[src/rtl/bj_pkg.sv]
// bj_pkg: shared constants for the blackjack front end (debounce FSM states, debounce lengths, key indices)
package bj_pkg;
   typedef enum logic [1:0] {
      RELEASED     = 2'd0,
      PRESS_WAIT   = 2'd1,
      PRESSED      = 2'd2,
      RELEASE_WAIT = 2'd3
   } deb_state_t;
   localparam int DEBOUNCE_SIM   = 4;
   localparam int DEBOUNCE_BOARD = 500000;
   localparam int KEY_HIT        = 0;
   localparam int KEY_STAND      = 1;
endpackage

[src/rtl/key_debounce.sv]
// key_debounce: one key's 2-flop synchronizer, debounce FSM and registered level/press/release outputs
module key_debounce
   import bj_pkg::*;
#(
   parameter int DEBOUNCE_CYCLES = DEBOUNCE_SIM,
   parameter int CNT_W = $clog2(DEBOUNCE_CYCLES + 1)
) (
   input  logic i_clk,
   input  logic i_rst_n,
   input  logic i_key_n,
   output logic o_level,
   output logic o_press,
   output logic o_release
);
   localparam logic [CNT_W-1:0] DC = CNT_W'(DEBOUNCE_CYCLES);
   logic [1:0]       r_sync;
   deb_state_t       r_state;
   deb_state_t       w_state_nxt;
   logic [CNT_W-1:0] r_cnt;
   logic [CNT_W-1:0] w_cnt_nxt;
   logic             r_level;
   logic             r_press;
   logic             r_release;
   logic             w_s;
   logic             w_press;
   logic             w_release;
   assign w_s = ~r_sync[1];
   always_comb begin
      w_state_nxt = r_state;
      w_cnt_nxt   = r_cnt;
      w_press     = 1'b0;
      w_release   = 1'b0;
      case (r_state)
         RELEASED: begin
            w_state_nxt = w_s ? PRESS_WAIT : RELEASED;
            w_cnt_nxt   = w_s ? CNT_W'(1) : '0;
         end
         PRESS_WAIT: begin
            if (!w_s) begin
               w_state_nxt = RELEASED;
               w_cnt_nxt   = '0;
            end else if (r_cnt == DC) begin
               w_state_nxt = PRESSED;
               w_cnt_nxt   = '0;
               w_press     = 1'b1;
            end else begin
               w_cnt_nxt = r_cnt + CNT_W'(1);
            end
         end
         PRESSED: begin
            w_state_nxt = w_s ? PRESSED : RELEASE_WAIT;
            w_cnt_nxt   = w_s ? '0 : CNT_W'(1);
         end
         default: begin
            if (w_s) begin
               w_state_nxt = PRESSED;
               w_cnt_nxt   = '0;
            end else if (r_cnt == DC) begin
               w_state_nxt = RELEASED;
               w_cnt_nxt   = '0;
               w_release   = 1'b1;
            end else begin
               w_cnt_nxt = r_cnt + CNT_W'(1);
            end
         end
      endcase
   end
   // outputs are derived from the next state so they change on the accepting edge
   always_ff @(posedge i_clk or negedge i_rst_n) begin
      if (!i_rst_n) begin
         r_sync    <= 2'b11;
         r_state   <= RELEASED;
         r_cnt     <= '0;
         r_level   <= 1'b0;
         r_press   <= 1'b0;
         r_release <= 1'b0;
      end else begin
         r_sync    <= {r_sync[0], i_key_n};
         r_state   <= w_state_nxt;
         r_cnt     <= w_cnt_nxt;
         r_level   <= (w_state_nxt == PRESSED) || (w_state_nxt == RELEASE_WAIT);
         r_press   <= w_press;
         r_release <= w_release;
      end
   end
   assign o_level   = r_level;
   assign o_press   = r_press;
   assign o_release = r_release;
endmodule

[src/rtl/key_conditioner.sv]
// key_conditioner: turns raw active-low pushbuttons into debounced, synchronous level/press/release events
module key_conditioner
   import bj_pkg::*;
#(
   parameter int N_KEYS = 2,
   parameter int DEBOUNCE_CYCLES = DEBOUNCE_SIM,
   parameter int CNT_W = $clog2(DEBOUNCE_CYCLES + 1)
) (
   input  logic              CLOCK_50,
   input  logic              resetn,
   input  logic [N_KEYS-1:0] key_n,
   output logic [N_KEYS-1:0] key_level,
   output logic [N_KEYS-1:0] key_press,
   output logic [N_KEYS-1:0] key_release
);
   for (genvar k = 0; k < N_KEYS; k++) begin : g_key
      key_debounce #(
         .DEBOUNCE_CYCLES(DEBOUNCE_CYCLES),
         .CNT_W(CNT_W)
      ) u_deb (
         .i_clk(CLOCK_50),
         .i_rst_n(resetn),
         .i_key_n(key_n[k]),
         .o_level(key_level[k]),
         .o_press(key_press[k]),
         .o_release(key_release[k])
      );
   end
endmodule

[config.mk]
export PLATFORM = sky130hd
export DESIGN_NAME = key_conditioner
export DESIGN_NICKNAME = d
export VERILOG_FILES = /design/src/rtl/bj_pkg.sv /design/src/rtl/key_debounce.sv /design/src/rtl/key_conditioner.sv
export SDC_FILE = /design/constraint.sdc
export NUM_CORES = 1
export LEC_CHECK = 0
export CORE_UTILIZATION = 55
export CTS_BUF_LIST = sky130_fd_sc_hd__clkbuf_2 sky130_fd_sc_hd__clkbuf_4 sky130_fd_sc_hd__clkbuf_8
export DETAILED_ROUTE_END_ITERATION = 8
export HOLD_SLACK_MARGIN = 0.02
export PLACE_DENSITY_LB_ADDON = 0.25
export SKIP_LAST_GASP = 1
export SYNTH_ARGS = -nofsm -noshare
export SYNTH_HDL_FRONTEND = slang
export SYNTH_SLANG_ARGS = --single-unit
[constraint.sdc]
create_clock -name CLOCK_50 -period 1.45 [get_ports CLOCK_50]
set_input_delay 0.29 -clock CLOCK_50 [delete_from_list [all_inputs] [get_ports CLOCK_50]]
set_output_delay 0.29 -clock CLOCK_50 [all_outputs]
set_load 0.005 [all_outputs]
# Yosys cells after proc, flatten, opt, wreduce, memory -nomap -nowiden
# Index checks and enable logic that the tools add are counted.
[totals] reg_bits=20 inputBits=4 out_inout_bits=6
[classes] addsub=2 n_eq_ne=10 mux=36 n_reduce_logical=6
[ops] op="1-bit two-way mux" n=18
[ops] op="3-bit two-way mux" n=6
[ops] op="3-bit one-hot mux with 3 select lines" n=2
[ops] op="2-bit two-way mux" n=8
[ops] op="2-bit equality test, second input constant" n=6
[ops] op="2-bit one-hot mux with 3 select lines" n=2
[ops] op="3-bit by 1-bit adder with 3-bit output, second input constant" n=2
[ops] op="3-bit equality test, second input constant" n=2
[ops] op="3-bit OR reduction" n=2
[ops] op="2-bit by 1-bit equality test with 1-bit output, second input constant" n=2
[ops] op="2-bit zero test" n=2
[ops] op="1-bit logical OR" n=2

# Depth between registers and ports, before layout
# Gate-level depths: netlist of the first run.
[logic_depth] word_depth=6 ltp_mapped=4 ltp_nobuf=4

# By module
# From an unflattened synthesis of the first run, not the netlist that was laid out.
[hier_totals] cells_unflattened=56 hier_area_um2=728.2
[modules_own_cells] mod="key_debounce at g_key[1].u_deb" n_inst=1 cells_per_inst=28 area_each_um2=366.6 seq_area_each_um2=227.7
[modules_own_cells] mod="key_debounce at g_key[0].u_deb" n_inst=1 cells_per_inst=28 area_each_um2=361.6 seq_area_each_um2=227.7

# Least setup slack after synthesis of the first run
# Ideal clock, no wire load.
[synth_path] path_type="flip-flop to flip-flop" from="reg g_key[1].u_deb.r_cnt[0]" to="reg g_key[1].u_deb.r_state[0]" setup_time_ps=120 arrival_time_ps=986 slack_ps=344 stages_incl_launch_ff=5 path_buffers=0 synth_period_minus_slack_ps=1106 path_cell_list="dfrtp_1 inv_1 ha_1 nand3_1 and2_2"
[synth_via] elab_chain_cells=4 elab_cells_between_ends=6
[synth_rtl] item="from (decl)" line="key_debounce.sv:19" source="logic [CNT_W-1:0] r_cnt;"
[synth_rtl] item="from (signal assigned)" line="key_debounce.sv:80" source="r_cnt <= w_cnt_nxt;"
[synth_rtl] item="3-bit equality test *" line="key_debounce.sv:42, key_debounce.sv:58"
[synth_rtl] item="2-bit two-way mux, on equally long branches" line="key_debounce.sv:58, key_debounce.sv:42"
[synth_rtl] item="2-bit two-way mux, on equally long branches" line="key_debounce.sv:55, key_debounce.sv:39"
[synth_rtl] item="2-bit one-hot mux with 3 select lines *" line="key_debounce.sv:33" source="case (r_state)"
[synth_rtl] item="named net g_key[1].u_deb.w_state_nxt[0]" line="key_debounce.sv:18" source="deb_state_t w_state_nxt;"
[synth_rtl] item="to (signal assigned)" line="key_debounce.sv:79" source="r_state <= w_state_nxt;"
[synth_rtl] item="to (decl)" line="key_debounce.sv:17" source="deb_state_t r_state;"
# The timed path passes the listed nets; every way through them passes the cells marked *.

# Worst setup path in the final report of the first run
[layout_path] from="reg g_key[1].u_deb.r_release" to="out key_release[1]"
[layout_lines] item="from (decl)" line="key_debounce.sv:23" source="logic r_release;"
[layout_lines] item="from (signal assigned)" line="key_debounce.sv:83" source="r_release <= w_release;"
[layout_lines] item="to (decl)" line="key_conditioner.sv:14" source="output logic [N_KEYS-1:0] key_release"
# No word-level cell between the ends.

==> results of run 1 <==
==> cell type report <==
class / instances / area, sq um
Timing Repair Buffer: 10 / 97.59
Tap cell: 15 / 18.77
Fill cell: 111 / 416.7
Inverter: 6 / 22.52
Clock buffer: 4 / 36.28
Sequential cell: 20 / 505.5
Multi-Input combinational cell: 33 / 252.7
==> synth_stat cells <==
master and number:
nor2b_1 2, buf_4 6, and2_1 1, and2_2 1, a21boi_1 2, dfstp_2 4, mux2i_1 4, xnor2_1 2
dfrtp_1 16, a21o_1 2, nor3_1 2, nor3b_1 2, nor2_1 2, and4_1 1, inv_1 6, ha_1 4
nand2_1 3, and3_1 1, o211a_1 2, nand3_1 2
==> final timing paths <==
kind / to / slack [ns]
min: g_key[0].u_deb.r_state[1] / 0.32
min in group CLOCK_50: g_key[0].u_deb.r_sync[1] / 0.36
max: key_release[1] / 0.05
min reg2reg: g_key[0].u_deb.r_sync[1] / 0.36
max reg2reg: g_key[1].u_deb.r_state[0] / 0.21
max in group asynchronous: g_key[1].u_deb.r_sync[0] / 0.87
==> power by group through the flow <==
stage | logic (mW) | registers [mW] | clock network (mW)
floorplan | 0.153 | 0.686 | 0
global placement | 0.198 | 0.695 | 0
detailed placement | 0.210 | 0.697 | 0
CTS | 0.207 | 0.686 | 0.324
global route | 0.239 | 0.698 | 0.337
finish | 0.205 | 0.686 | 0.307
==> through the flow <==
| step | utilization, % | power, mW |
|---|---|---|
| 2_1_floorplan | - | 0.8386 |
| 3_3_place_gp | 66.45 | 0.8931 |
| 3_5_place_dp | 66.45 | 0.9067 |
| 4_1_cts | 68.95 | 1.218 |
| 5_1_grt | 69.14 | 1.274 |
| 6_report | 69.14 | 1.198 |
==> registers in the layout, indices dropped and copies added, names as in the netlist <==
| name | cells |
|---|---|
| g_key.u_deb.o_release | 2 |
| g_key.u_deb.r_cnt | 6 |
| g_key.u_deb.o_level | 2 |
| g_key.u_deb.o_press | 2 |
| g_key.u_deb.r_state | 4 |
| g_key.u_deb.r_sync | 4 |
==> metal layers <==
layer / up-vias / share of wire [%]
li1: 222 / -
met1: 218 / 48
met2: 5 / 48
met3: 2 / 2.1
met4: 0 / 1.3
met5: - / 0
==> kinds of logic (layout without fill, tap and decap cells) <==
kind of cell	after synthesis	in the layout	share of synthesized area, %
muxes	4	4	4.849
xor gates and xnor gates	2	2	2.122
adders and majority gates	4	4	6.061
AOI/OAI and AO/OA	6	6	6.060
and+or+nand+nor	17	17	11.52
DFF	20	20	61.21
buffers and inverters	12	20	8.181
==> timing repair <==
action | CTS | global route
setup endpoints to repair | 2 | 1
gates resized for setup | 2 | 1
hold endpoints to repair | 0 | 0
==> reports/metrics.yaml, run 1 <==
status: "finished, final reports clean"
diodes: 0
crit_required_ns: 1.16
wirelength_um: 1097
clock_power_share_pct: 25.6
path_cells: "clkdlybuf4s50_1"
worst-setup-path-type: "flop to primary output"
die_h_um: 40.75
worstPathMaxFanout: 1
cp.arrival_ns: 1.11
slowest_delay_ns: 0.50
grt_antenna_before_repair: 0
maxCapViolations: 0
clkTransAtPathRegs_ns: 0.11
final_cell_area_sq_um: 933.4
tightest_slew_ns: 0.2895
grt_use_met2_pct: 23.81
crit_path_start_kind: "flop"
whs_ns: 0.3165
synth_cell_type_count: 20
hold_path_class: "input pin to asynchronous set/reset pin"
pre_cts_ws_ns: 0.2195
grtUsageMet1_pct: 22.50
p_int_uw: 893.1
worst_r2r_path_depth: 4
drtPass1Iterations: 2
yosys_warnings: 0
syn-cell-area_sq_um: 825.8
first_global_vias: 386
grt_busiest_layer: "met2"
final_common_cell: "dfrtp_1"
grt.overflow.total: 0
die_x_um: 40.75
final_cell_mix: "16 x dfrtp_1, 6 x inv_1, 6 x clkdlybuf4s50_1"
cp_top_family: "buffers and inverters"
max_slew_margin_pct: 80.56
sequentialPowerShare_pct: 57.3
initial_core_util_pct: 61.17
gp_congestion: 0.5793
grt_pass1_wl_um: 1731
finalCriticalPeriod_ns: 1.403
finalMaxSlewViolations: 0
vias_per_cell: 5.080
fin_cells: 88
drive_above_1_share_pct: 13.70
hold_viol_final: 0
path_buf_inv: 1
core_area_sq_um: 1350
grt_max_degree: 21
num_vias: 447
synth-seq-cells: 20
cts_root_buffer: "clkbuf_4"
global_route.usage.met3_pct: 4.891
tns_ns: 0
fin_skew_ns: 0.007754
port_buffers: 9
finalNetCount: 82
finalCritPeriodShare_pct: 96.74
p_per_area_nw_per_um2: 1284
htreeDepth: 1
cts_tree: "done"
irDropWorstVdd_mv: 0.8044
postSynthAreaPerCell_sq_um: 12.70
crit_slowest_cell: "clkdlybuf4s50_1"
grtUsageTotal_pct: 16.74
synth.area.top_cells: "dfrtp_1 48%, dfstp_2 13%, ha_1 6.1%, buf_4 5.5%, mux2i_1 4.8%"
numCtsBuffers: 3
synth_area_leader_cell: "dfrtp_1"
drc: 0
power.switching_uw: 305.1
place_area_sq_um: 897.1
cp-end-kind: "primary output"
dieArea_sq_um: 1661
num_io_pins: 10
detail-route-antenna-nets: 0
setup_ws_ns: 0.04733
rows: 13
swShare_pct: 25.46
cts_sinks: 20
finalSetupViolCount: 0
max_clock_freq_ghz: 0.7129
cp-startpoint: "g_key[1].u_deb.o_release"
grt_setup_unrepaired: "false"
first_iter_violations: 6
cts_setup_buffers: 0
insertion_delay_ns: 0.29
ys_seq_area_share_pct: 61.21
cts_hold_buf: 0
avgRoutedWirePerCell_um: 12.47
synthCells: 65
place_hpwl_um: 804.3
placedCellCount: 84
power_leakage_nw: 0.5143
synthesis.nets: 73
synth_top_area_share_pct: 48.48
r2r-start: "g_key[1].u_deb.r_cnt[0]"
area_delta_synth_final_pct: 13.03
combPwrFrac_pct: 17.1
cts_max_path_buffers: 2
crit_cells: 1
Note: power is estimated with default switching activity, not from simulation.
==> inputs of run 2 (changes only) <==
- ABC_CLOCK_PERIOD_IN_PS: not set -> 1450
- CTS_BUF_LIST: sky130_fd_sc_hd__clkbuf_2 sky130_fd_sc_hd__clkbuf_4 sky130_fd_sc_hd__clkbuf_8 -> sky130_fd_sc_hd__clkbuf_4 sky130_fd_sc_hd__clkbuf_8
==> results of run 2 <==
No change in the layout: final DEF, timing and power equal those of run 1.
==> inputs of run 3 (changes only) <==
- GPL_ROUTABILITY_DRIVEN: not set -> 1
==> results of run 3 <==
No change in the layout: final DEF, timing and power equal those of run 1.
